File: config.mk
export PLATFORM = sky130hd
export DESIGN_NAME = uart_tx
export DESIGN_NICKNAME = d
export VERILOG_FILES = /design/src/rtl/uart_tx_pkg.sv /design/src/rtl/uart_tx_sync_fifo.sv /design/src/rtl/uart_tx.sv
export SDC_FILE = /design/constraint.sdc
export NUM_CORES = 1
export LEC_CHECK = 0
export CAP_MARGIN = 10
export CORE_AREA = 5 5 123 125
export CTS_CLUSTER_SIZE = 30
export DETAILED_ROUTE_END_ITERATION = 6
export DIE_AREA = 0 0 128 130
export PLACE_DENSITY = 0.55
export SETUP_SLACK_MARGIN = 0.02
export SLEW_MARGIN = 20
export SYNTH_ARGS = -nofsm -noshare
export SYNTH_HDL_FRONTEND = slang
export SYNTH_HIERARCHICAL = 1
export SYNTH_SLANG_ARGS = --single-unit
File: constraint.sdc
create_clock -name clk -period 3.5 [get_ports clk]
set_clock_uncertainty 0.15 [all_clocks]
set_input_delay 0.875 -clock clk [delete_from_list [all_inputs] [get_ports clk]]
set_output_delay 0.875 -clock clk [all_outputs]
set_load 0.01 [all_outputs]
File: src/rtl/uart_tx_pkg.sv
// Shared definitions for the UART transmitter: FSM states, register map
// offsets and STATUS bit positions.
package uart_tx_pkg;

    typedef enum logic [1:0] {
        ST_IDLE  = 2'd0,
        ST_START = 2'd1,
        ST_DATA  = 2'd2,
        ST_STOP  = 2'd3
    } tx_state_e;

    localparam logic [1:0] REG_TXDATA  = 2'd0;
    localparam logic [1:0] REG_STATUS  = 2'd1;
    localparam logic [1:0] REG_BAUDDIV = 2'd2;
    localparam logic [1:0] REG_CTRL    = 2'd3;

    localparam int STAT_FULL      = 0;
    localparam int STAT_EMPTY     = 1;
    localparam int STAT_BUSY      = 2;
    localparam int STAT_COUNT_LSB = 4;
    localparam int STAT_COUNT_W   = 5;

    // A divisor of zero would stall the bit timer, so it is stored as 1.
    function automatic logic [15:0] clamp_div(input logic [15:0] d);
        return (d == 16'd0) ? 16'd1 : d;
    endfunction

endpackage

File: src/rtl/uart_tx_sync_fifo.sv
// Synchronous first-word-fallthrough FIFO used as the UART transmit buffer.
// The full check uses the pre-pop count, so a push while full is dropped
// even if a pop happens in the same cycle.
module uart_tx_sync_fifo #(
    parameter int WIDTH = 8,
    parameter int DEPTH = 4
) (
    input  logic                     clk,
    input  logic                     reset,
    input  logic                     push,
    input  logic [WIDTH-1:0]         push_data,
    input  logic                     pop,
    output logic [WIDTH-1:0]         pop_data,
    output logic                     full,
    output logic                     empty,
    output logic [$clog2(DEPTH):0]   count
);

    localparam int AW = $clog2(DEPTH);
    localparam int CW = AW + 1;

    logic [WIDTH-1:0] mem [DEPTH];
    logic [AW-1:0]    wr_ptr;
    logic [AW-1:0]    rd_ptr;
    logic             do_push;
    logic             do_pop;

    assign full     = (count == CW'(DEPTH));
    assign empty    = (count == '0);
    assign do_push  = push & ~full;
    assign do_pop   = pop & ~empty;
    assign pop_data = mem[rd_ptr];

    // Pointer and occupancy bookkeeping; pointers wrap naturally at DEPTH.
    always_ff @(posedge clk) begin
        if (reset) begin
            wr_ptr <= '0;
            rd_ptr <= '0;
            count  <= '0;
        end else begin
            if (do_push) wr_ptr <= wr_ptr + AW'(1);
            if (do_pop)  rd_ptr <= rd_ptr + AW'(1);
            case ({do_push, do_pop})
                2'b10:   count <= count + CW'(1);
                2'b01:   count <= count - CW'(1);
                default: count <= count;
            endcase
        end
    end

    // Storage write port.
    // NOTE: the storage array is deliberately not reset; the count guards
    // every read, and leaving it out keeps the array mappable to plain RAM.
    always_ff @(posedge clk) begin
        if (do_push) mem[wr_ptr] <= push_data;
    end

endmodule

File: src/rtl/uart_tx.sv
// Memory-mapped 8N1 UART transmitter: register file, byte FIFO, bit timer
// and frame FSM. Raises irq_txempty once the FIFO and shifter have drained.
module uart_tx
    import uart_tx_pkg::*;
#(
    parameter int          FIFO_DEPTH  = 4,
    parameter logic [15:0] DEFAULT_DIV = 16'd104
) (
    input  logic        clk,
    input  logic        reset,
    input  logic [1:0]  io_addr_3_2,
    input  logic        io_we,
    input  logic [31:0] io_din,
    output logic [31:0] io_dout,
    output logic        uart_txd,
    output logic        irq_txempty
);

    localparam int CW = $clog2(FIFO_DEPTH) + 1;

    tx_state_e   state, state_d;
    logic [15:0] timer, timer_d;
    logic [2:0]  bit_idx, bit_idx_d;
    logic [7:0]  shreg, shreg_d;
    logic        txd_d;
    logic [15:0] div_reg;
    logic        irq_en;

    logic          fifo_push;
    logic          fifo_pop;
    logic [7:0]    fifo_rdata;
    logic          fifo_full;
    logic          fifo_empty;
    logic [CW-1:0] fifo_count;
    logic          busy;
    logic          bit_end;
    logic          unused_din;

    assign fifo_push   = io_we && (io_addr_3_2 == REG_TXDATA);
    assign busy        = (state != ST_IDLE);
    assign bit_end     = (timer == 16'd0);
    assign irq_txempty = irq_en & fifo_empty & ~busy;
    assign unused_din  = ^io_din[31:16];

    uart_tx_sync_fifo #(
        .WIDTH (8),
        .DEPTH (FIFO_DEPTH)
    ) u_fifo (
        .clk       (clk),
        .reset     (reset),
        .push      (fifo_push),
        .push_data (io_din[7:0]),
        .pop       (fifo_pop),
        .pop_data  (fifo_rdata),
        .full      (fifo_full),
        .empty     (fifo_empty),
        .count     (fifo_count)
    );

    // Writable registers: baud divisor and interrupt enable.
    always_ff @(posedge clk) begin
        if (reset) begin
            div_reg <= DEFAULT_DIV;
            irq_en  <= 1'b0;
        end else if (io_we) begin
            case (io_addr_3_2)
                REG_BAUDDIV: div_reg <= clamp_div(io_din[15:0]);
                REG_CTRL:    irq_en  <= io_din[0];
                default:     ;
            endcase
        end
    end

    // Frame state, bit timer, shifter and the registered serial output.
    // NOTE: state updates use non-blocking assignments so every register
    // samples the pre-edge values computed by the combinational block.
    always_ff @(posedge clk) begin
        if (reset) begin
            state    <= ST_IDLE;
            timer    <= 16'd0;
            bit_idx  <= 3'd0;
            shreg    <= 8'd0;
            uart_txd <= 1'b1;
        end else begin
            state    <= state_d;
            timer    <= timer_d;
            bit_idx  <= bit_idx_d;
            shreg    <= shreg_d;
            uart_txd <= txd_d;
        end
    end

    // Next-state logic; the divisor is sampled only when a bit starts, so a
    // mid-frame BAUDDIV write leaves the current bit length unchanged.
    // NOTE: every output is defaulted first so no path can infer a latch.
    always_comb begin
        state_d   = state;
        timer_d   = (timer == 16'd0) ? 16'd0 : timer - 16'd1;
        bit_idx_d = bit_idx;
        shreg_d   = shreg;
        fifo_pop  = 1'b0;
        case (state)
            ST_IDLE: begin
                if (!fifo_empty) begin
                    fifo_pop = 1'b1;
                    shreg_d  = fifo_rdata;
                    state_d  = ST_START;
                    timer_d  = div_reg - 16'd1;
                end
            end
            ST_START: begin
                if (bit_end) begin
                    state_d   = ST_DATA;
                    bit_idx_d = 3'd0;
                    timer_d   = div_reg - 16'd1;
                end
            end
            ST_DATA: begin
                if (bit_end) begin
                    timer_d = div_reg - 16'd1;
                    if (bit_idx == 3'd7) begin
                        state_d = ST_STOP;
                    end else begin
                        bit_idx_d = bit_idx + 3'd1;
                        shreg_d   = {1'b0, shreg[7:1]};
                    end
                end
            end
            ST_STOP: begin
                if (bit_end) begin
                    if (!fifo_empty) begin
                        fifo_pop = 1'b1;
                        shreg_d  = fifo_rdata;
                        state_d  = ST_START;
                        timer_d  = div_reg - 16'd1;
                    end else begin
                        state_d = ST_IDLE;
                    end
                end
            end
            default: state_d = ST_IDLE;
        endcase

        case (state_d)
            ST_START: txd_d = 1'b0;
            ST_DATA:  txd_d = shreg_d[0];
            default:  txd_d = 1'b1;
        endcase
    end

    // Register read mux; reads have no side effects.
    always_comb begin
        io_dout = 32'd0;
        case (io_addr_3_2)
            REG_STATUS: begin
                io_dout[STAT_FULL]  = fifo_full;
                io_dout[STAT_EMPTY] = fifo_empty;
                io_dout[STAT_BUSY]  = busy;
                io_dout[STAT_COUNT_LSB +: STAT_COUNT_W] = STAT_COUNT_W'(fifo_count);
            end
            REG_BAUDDIV: io_dout[15:0] = div_reg;
            REG_CTRL:    io_dout[0]    = irq_en;
            default:     io_dout = 32'd0;
        endcase
    end

endmodule
[After elaboration in Yosys (flattened, before gate mapping)]
Memory sizes are Yosys's and may differ from the RTL's. A register that Yosys moved wholly into a read port is not among the register bits.
Cells that the tools add are included.
Word-level totals
  flip-flop bits (word level): 54
  bits in writable memories: 32
  bits of input ports: 37
  output and inout bits: 34
  logic and storage cells: 93
  memories kept: 1
Memory list
  u_fifo.mem: depth 4, width 8, rd ports 1, clocked after memory_dff 1, wr ports 1, RTL line uart_tx_sync_fifo.sv:22  | logic [WIDTH-1:0] mem [DEPTH];
Cells by class
  add/subtract/negate cells: 7
  equality and inequality tests: 16
  muxes and demuxes: 36
  bitwise operators: 7
  reduce and logical (&&, ||, !) cells: 15
Operators with widths (number)
  $mux 16: 5
  $pmux 16 s3: 1
  $logic_not 16->1: 2
  $mux 8: 4
  $sub 16x1->16 const B: 2
  $pmux 8 s3: 1
  $mux 2: 7
  $eq 2x2->1 const B: 6
  $pmux 3 s2: 2
  $pmux 5 s2: 1
  $mux 3: 3
  $eq 2x1->1 const B: 4
  $ne 2x2->1 const B: 4
  $pmux 2 s4: 1
  $reduce_and 4->1: 2
  $mux 7: 1
  $add 3x1->3 const B: 2
  $eq 3x3->1 const B: 2
  $mux 1: 6
  $reduce_bool 2->1: 3
  $add 2x1->2 const B: 2
  $and 1x1->1: 4
  $logic_not 2->1: 2
  $pmux 1 s2: 2
  other kinds (9): 12

[Logic depth before layout (Yosys ltp)]
Gate-level depths: netlist (run 1).
  word-level depth: 7
  depth in mapped cells: 14
  mapped depth without buffers: 14

[By module]
Netlist (run 1), hierarchy kept.
Modules (own cells, without submodules)
  uart_tx: instances 1, cells an instance 396, area an instance 3123.0 um^2, sequential area each 940.9 um^2
  uart_tx_sync_fifo: instances 1, cells an instance 96, area an instance 1630.3 um^2, sequential area each 1141.1 um^2

[Worst setup path before layout (run 1)]
No wires, ideal clock.
  kind: register to register
  from: register timer[2]
  to: register u_fifo.count[2]
  setup time: 70 ps
  arrival time: 2910 ps
  required time: 3280 ps
  setup slack: 370 ps
  stages on the path, launching flop included: 13
  buffers on the path: 0
  clock period less this slack: 3130 ps
  cells stage by stage: dfxtp_1 > or4_4 > nor4_1 > a21oi_1 > nor3_1 > o31ai_1 > inv_1 > ha_1 > inv_1 > fa_1 > xor2_1 > or3_1 > a21oi_1
On the way
  cells in the longest elaborated chain, start to end: 6
  elaborated cells between the ends (all ways): 8
  those cells by class: 2 x eq/ne; 3 x mux; 1 x bitwise; 2 x reduce/logical
Ends and longest elaborated chain
  from (decl): RTL line uart_tx.sv:22  | logic [15:0] timer, timer_d;
  from (signal assigned): RTL line uart_tx.sv:86  | timer <= timer_d;
  $logic_not 16->1 (*): RTL line uart_tx.sv:41  | assign bit_end = (timer == 16'd0);
  $mux 1 (*): RTL line uart_tx.sv:130  | if (bit_end) begin
  $pmux 1 s2 (*): RTL line uart_tx.sv:102  | case (state)
  via fifo_pop: RTL line uart_tx.sv:30  | logic fifo_pop;
  $and 1x1->1 (*): RTL line uart_tx_sync_fifo.sv:31  | assign do_pop = pop & ~empty;
  via u_fifo.do_pop: RTL line uart_tx_sync_fifo.sv:26  | logic do_pop;
  $eq 2x1->1 / $eq 2x2->1 (equally long branches): RTL line uart_tx_sync_fifo.sv:43  | case ({do_push, do_pop})
  $pmux 3 s2 / $reduce_bool 2->1 (equally long branches)
  to (signal assigned): RTL line uart_tx_sync_fifo.sv:44  | 2'b10: count <= count + CW'(1);
  to (signal assigned): RTL line uart_tx_sync_fifo.sv:45  | 2'b01: count <= count - CW'(1);
  to (signal assigned): RTL line uart_tx_sync_fifo.sv:46  | default: count <= count;
  to (decl): RTL line uart_tx_sync_fifo.sv:16  | output logic [$clog2(DEPTH):0] count
Mark *: on every way through the listed nets, which the timed path passes. The rest lies on a longest branch.
A chain may end at the register's enable or synchronous reset.

[Worst setup path in the final report (run 1)]
  from: input port io_addr_3_2[0]
  to: output port io_dout[11]
On the way
  cells in the longest elaborated chain, start to end: 2
Ends and longest elaborated chain
  from (decl): RTL line uart_tx.sv:11  | input logic [1:0] io_addr_3_2,
  $eq 2x2->1: RTL line uart_tx.sv:154  | case (io_addr_3_2)
  $mux 7: RTL line uart_tx.sv:154
  to (decl): RTL line uart_tx.sv:14  | output logic [31:0] io_dout,
No other way between the ends.

==> results of run 1 <==
per-layer routing:
metal | part of all wire, % | up-vias
met3 | 5.5 | 9
met2 | 48 | 90
li1 | - | 1809
met4 | 1.1 | 0
met1 | 45 | 1704
met5 | 0 | -
worst paths after layout:
check,startpoint,endpoint,cells after the start
setup / recovery,io_addr_3_2[0],io_dout[11],6
setup reg to reg,timer[3],u_fifo/count[2],14
hold / removal,shreg[6],shreg[6],2
hold reg to reg,shreg[6],shreg[6],2
where the power goes:
group / internal [W] / total, W / switching (W)
logic: 0.000579 / 0.00120 / 0.000624
registers: 0.00116 / 0.00126 / 0.0000953
clock network: 0.000510 / 0.000970 / 0.000460
area by class of cell:
| class | instances | area [um2] | area share (%) |
|---|---|---|---|
| clock buffers | 9 | 225 | 3.92 |
| multi-input cells | 359 | 2500 | 43.5 |
| clock inverters | 7 | 76.3 | 1.33 |
| flip-flops and latches | 88 | 2080 | 36.3 |
| well taps | 180 | 225 | 3.92 |
| inverters | 21 | 78.8 | 1.37 |
| repair buffers | 63 | 552 | 9.62 |
through the flow:
stage	instances	TNS, ns	hold WS, ns
after floorplan	507	0	0.287
after global placement	706	-2.67	0.299
after detailed placement	706	-2.50	0.312
after CTS	725	0	0.321
after global routing	727	-0.0378	0.340
final	727	0	0.323
cell families after synthesis:
family                   synth area share, %
adder cells (fa/ha/maj)                 5.69
AND/OR/NAND/NOR                         20.5
AO/OA/AOI/OAI                           12.6
XOR/XNOR                                5.16
flip-flops                              43.8
other                                 0.0789
buffers and inverters                   6.34
multiplexers                            5.84
cell usage after synthesis, types with 2 or more instances:
cell type / number / area share (%)
clkbuf_1: 17 / 1.3
and2_1: 20 / 2.6
nand3_1: 7 / 0.74
dfxtp_1: 56 / 24
nor3_1: 6 / 0.63
buf_4: 16 / 2.5
nand3b_1: 2 / 0.32
inv_1: 21 / 1.7
mux4_2: 8 / 3.8
nand2_1: 56 / 4.4
ha_1: 20 / 5.3
edfxtp_1: 32 / 20
mux2_2: 6 / 1.4
nor2b_1: 7 / 0.92
nor4_1: 8 / 1.1
buf_1: 3 / 0.24
mux2i_1: 3 / 0.63
nand2b_1: 7 / 0.92
o31ai_1: 4 / 0.63
a22oi_1: 13 / 2.1
nor2_1: 42 / 3.3
a21oi_1: 33 / 3.5
buf_6: 2 / 0.47
or4_1: 8 / 1.3
or4_4: 2 / 0.47
xnor2_1: 13 / 2.4
or3_1: 16 / 2.1
o21ai_0: 9 / 0.95
xor2_1: 15 / 2.8
a2bb2oi_1: 13 / 2.4
worst min-delay path, stage by stage, from the launching register on:
cell and delay (ns):
dfxtp_1 0.32, nand2_1 0.06, a21oi_1 0.05
what timing repair did:
item	in CTS	in global routing
endpoints found under the setup margin	16	5
gates resized for setup	21	10
setup buffers	3	2
pin swaps	0	2
==> reports/metrics.csv, run 1 <==
metric,value,unit
outcome,finished clean,
Post-synth ARST share,0,%
final-report max-slew violation count,0,
Final Instance Area,5740,um2
P per Cell Area,598,nW/um2
# H-tree levels,3,
first-pass GRT wire length,18300,um
worst rel slew slack,51.9,%
Worst-Skew Late Latency,0.35,ns
pre-CTS setup slack,-0.197,ns
Max Root-Sink Buffers,2,
post-route ant nets,0,
row cnt,43,
clock root buffer,clkbuf_16,
WL final,11100,um
Overflow after GRT,0,
Worst setup SP type,primary input,
max FFs per register,32,
Post-synth EDFFs,32,
crit path max-delay cell type,clkdlybuf4s50_1,
Synth Register Bits,88,
vias in the first global route,3599,
count of different cell masters after synthesis,57,
Max Cap Viol,0,
Worst Path Buf+Inv,4,
Final Wtd Congestion,0.780,
Worst Path Max Fanout,10,
largest net degree at the start of global routing,32,
crit path time final,3.42,ns
Worst-Margin Slew,0.715,ns
Starting Density,34.5,%
most common flop cell mapped by yosys,dfxtp_1,
total power,0.00343,W
M1 GR Usage,17.8,%
DR vias/cell,4.97,
area grow syn2layout,20.7,%
register area share after synthesis,43.8,%
hold crit path type,register to register,
number of antenna diodes,0,
synthesized cell area,4750,um2
DRC marker count from the first detailed-route iteration,143,
max incr delay on CP,0.49,ns
synthesized area per cell,9.66,um2
Via Count,3612,
kind of critical path,primary input to primary output,
dpl hpwl,8000,um
CP top delay family,buffers and inverters,
Final Util,41.7,%
initial antenna violation count,0,
most frequent cells in the layout,"56 x nand2_1, 55 x dfxtp_1, 42 x nor2_1, 32 x a21oi_1, 32 x edfxtp_1",
CP Cell Sequence,"clkdlybuf4s50_1, inv_2, ha_4, buf_4, and2_1, clkdlybuf4s50_1",
nets@finish,600,
synth warn,6,
CP endpoint kind,primary output,
CP most frequent cell,clkdlybuf4s50_1,
CTS Sinks,88,
Final setup viols,0,
setup slack after layout,0.0832,ns
grt peak-use layer,met2,
grt met3 use,3.64,%
post-place instance area,5340,um2
crit path DAT,2.39,ns
number of fill cells,1380,
Wirelength per Cell,15.3,um
DRT Pass-1 Iters,6,
R2R setup slack,0.14,ns
fmax,293,MHz
cts hold-fix bufs,0,
CTS buffer count,9,
GRT Util Overall,13.7,%
die width,128,um
Core ar.,13800,um2
required arrival time at the worst endpoint,2.47,ns
Fin. Hold Viols,0,
CTS tree,done,
Worst-path clk slew,0.07,ns
layout cell share with drive strength beyond 1,14.3,%
die area,16600,um2
Final period util,97.6,%
PortBufs,38,
Vert. Die Dim,130,um
"commonest non-fill, non-tap cell in the layout",nand2_1,
Worst VDD drop,0.000287,V
Lkg Pwr,2.18,nW
RSZ-0062 raised after global routing,true,
Syn Inst Count,492,
# IOs,71,
DRC viols,0,
met2 Resource Use GR,22.6,%
Power figures use the tool's default switching activity.
==> run 2: changes to the inputs <==
- CTS_BUF_LIST: not set -> sky130_fd_sc_hd__clkbuf_8
==> run 2 against run 1 <==
  * Register-to-register slack barely moved
  * Sequential power about the same
  * Core utilization is 0.73 points lower
  * Wire length down 0.49%
  * Sequential share of layout area increased by 0.67 points
  * Cell count unchanged
  * Final area fell by 1.7%
  * Non-clock buffer count stayed put
  * Via count rose by 0.50%
  * Combinational power about the same
  * Maximum frequency barely moved
  * Critical endpoint unchanged
  * Largest power group unchanged
==> reports/metrics.csv, run 2 (synthesized netlist as in run 1, its figures left out) <==
metric,value,unit,change
outcome,finished clean,,
TNS Setup,0,ns,unchanged
DRC viols,0,,unchanged
required arrival time at the worst endpoint,2.47,ns,about the same
final-report max-slew violation count,0,,unchanged
nets@finish,600,,unchanged
Fin. Hold Viols,0,,unchanged
worst rel slew slack,51.9,%,about the same
number of fill cells,1380,,unchanged
cts hold-fix bufs,0,,unchanged
CP startpoint,io_addr_3_2[0],,
Overflow after GRT,0,,unchanged
row cnt,43,,unchanged
Final setup viols,0,,unchanged
CTS Sinks,88,,unchanged
reg2reg start,timer[3],,
CTS tree,done,,
max FFs per register,32,,unchanged
die width,128,um,unchanged
Worst VDD drop,0.000211,V,-27%
P per Cell Area,564,nW/um2,-5.7%
CTS buffer count,9,,unchanged
Worst Path Max Fanout,10,,unchanged
Final Wtd Congestion,0.780,,unchanged
crit path time final,3.42,ns,+0.00331 ns
# H-tree levels,3,,unchanged
WL final,11100,um,-0.49%
max incr delay on CP,0.53,ns,+0.04 ns
Starting Density,34.5,%,unchanged
Via Count,3630,,+0.50%
total power,0.00318,W,-7.3%
fmax,292,MHz,about the same
Worst-Skew Late Latency,0.36,ns,about the same
hold slack,0.325,ns,+0.00182 ns
kind of critical path,primary input to primary output,,
dpl hpwl,8000,um,unchanged
Worst-Margin Slew,0.714,ns,-0.000268 ns
CP Cell Sequence,"clkdlybuf4s50_1, inv_2, ha_4, buf_4, and2_1, clkdlybuf4s50_1",,
CP endpoint kind,primary output,,
Max Cap Viol,0,,unchanged
Max Root-Sink Buffers,2,,unchanged
crit path DAT,2.40,ns,about the same
DRC marker count from the first detailed-route iteration,139,,-2.8%
area grow syn2layout,18.6,%,
# IOs,71,,unchanged
Core ar.,13800,um2,unchanged
die area,16600,um2,unchanged
Final Instance Area,5640,um2,-1.7%
hold crit path type,register to register,,
DRT Pass-1 Iters,4,,-2
Hold Startpoint,shreg[1],,
GRT Util Overall,13.5,%,-0.23 points
number of antenna diodes,0,,unchanged
DR vias/cell,4.99,,+0.50%
post-route ant nets,0,,unchanged
pre-CTS setup slack,-0.197,ns,unchanged
largest net degree at the start of global routing,32,,unchanged
most frequent cells in the layout,"56 x nand2_1, 54 x dfxtp_1, 42 x nor2_1, 32 x a21oi_1, 32 x edfxtp_1",,
initial antenna violation count,0,,unchanged
clock root buffer,clkbuf_8,,
Wirelength per Cell,15.2,um,-0.49%
Worst setup SP type,primary input,,
CP most frequent cell,clkdlybuf4s50_1,,
RSZ-0062 raised after global routing,true,,
Final period util,97.7,%,about the same
Lkg Pwr,2.14,nW,-2.1%
Worst-path clk slew,0.11,ns,+0.04 ns
Vert. Die Dim,130,um,unchanged
"commonest non-fill, non-tap cell in the layout",nand2_1,,
setup slack after layout,0.0799,ns,-0.00331 ns
first-pass GRT wire length,18200,um,-0.45%
layout cell share with drive strength beyond 1,14.4,%,+0.18 points
vias in the first global route,3612,,+0.36%
crit path max-delay cell type,clkdlybuf4s50_1,,
PortBufs,38,,unchanged
post-place instance area,5340,um2,unchanged
[run 2: through the flow]
stage / util [%] / instances
detailed placement: 38.8 / 706
CTS: 40.5 / 725
finish: 40.9 / 727
floorplan: - / 507
global route: 40.9 / 727
global placement: 38.8 / 706
[run 2: what timing repair did]
| action | 4_1_cts | 5_1_grt |
|---|---|---|
| endpoints found under the setup margin | 16 | 5 |
| gates cloned | 0 | 0 |
| pin swaps | 0 | 2 |
| gates resized for setup | 21 | 11 |
| setup buffers | 3 | 2 |
[run 2: critical path, delay by kind of cell]
family	cells	cell delay (ns)
adders and majority gates	1	0.18
buffers and inverters	4	1.22
and+or+nand+nor	1	0.12
[run 2: power breakdown]
part           total (W)  switching, W  internal (W)
Clock           0.000715      0.000428      0.000287
Sequential       0.00126     0.0000949       0.00116
Combinational    0.00121      0.000628      0.000579
[run 2: layout make-up]
class	count	area, um2	area share (%)
clock buffer	9	124	2.20
sequential	88	2080	37.0
clock inverter	7	76.3	1.35
timing repair buffer	63	552	9.79
inverter	21	78.8	1.40
multi-input combinational	359	2500	44.3
tap	180	225	3.99
[run 2: worst paths after layout]
path	to	slack (ns)	depth (start not counted)
setup / recovery	io_dout[11]	0.08	6
hold / removal	shreg[1]	0.32	2
setup reg to reg	u_fifo/count[2]	0.13	14
hold reg to reg	shreg[1]	0.32	2
[run 2: routing by layer]
| layer | up-vias | GRT usage [%] | wire length [um] |
|---|---|---|---|
| met5 | - | 0 | 0 |
| li1 | 1803 | - | - |
| met1 | 1725 | 17.7 | 4980 |
| met4 | 0 | 3.87 | 132 |
| met2 | 91 | 22.6 | 5370 |
| met3 | 11 | 2.91 | 572 |
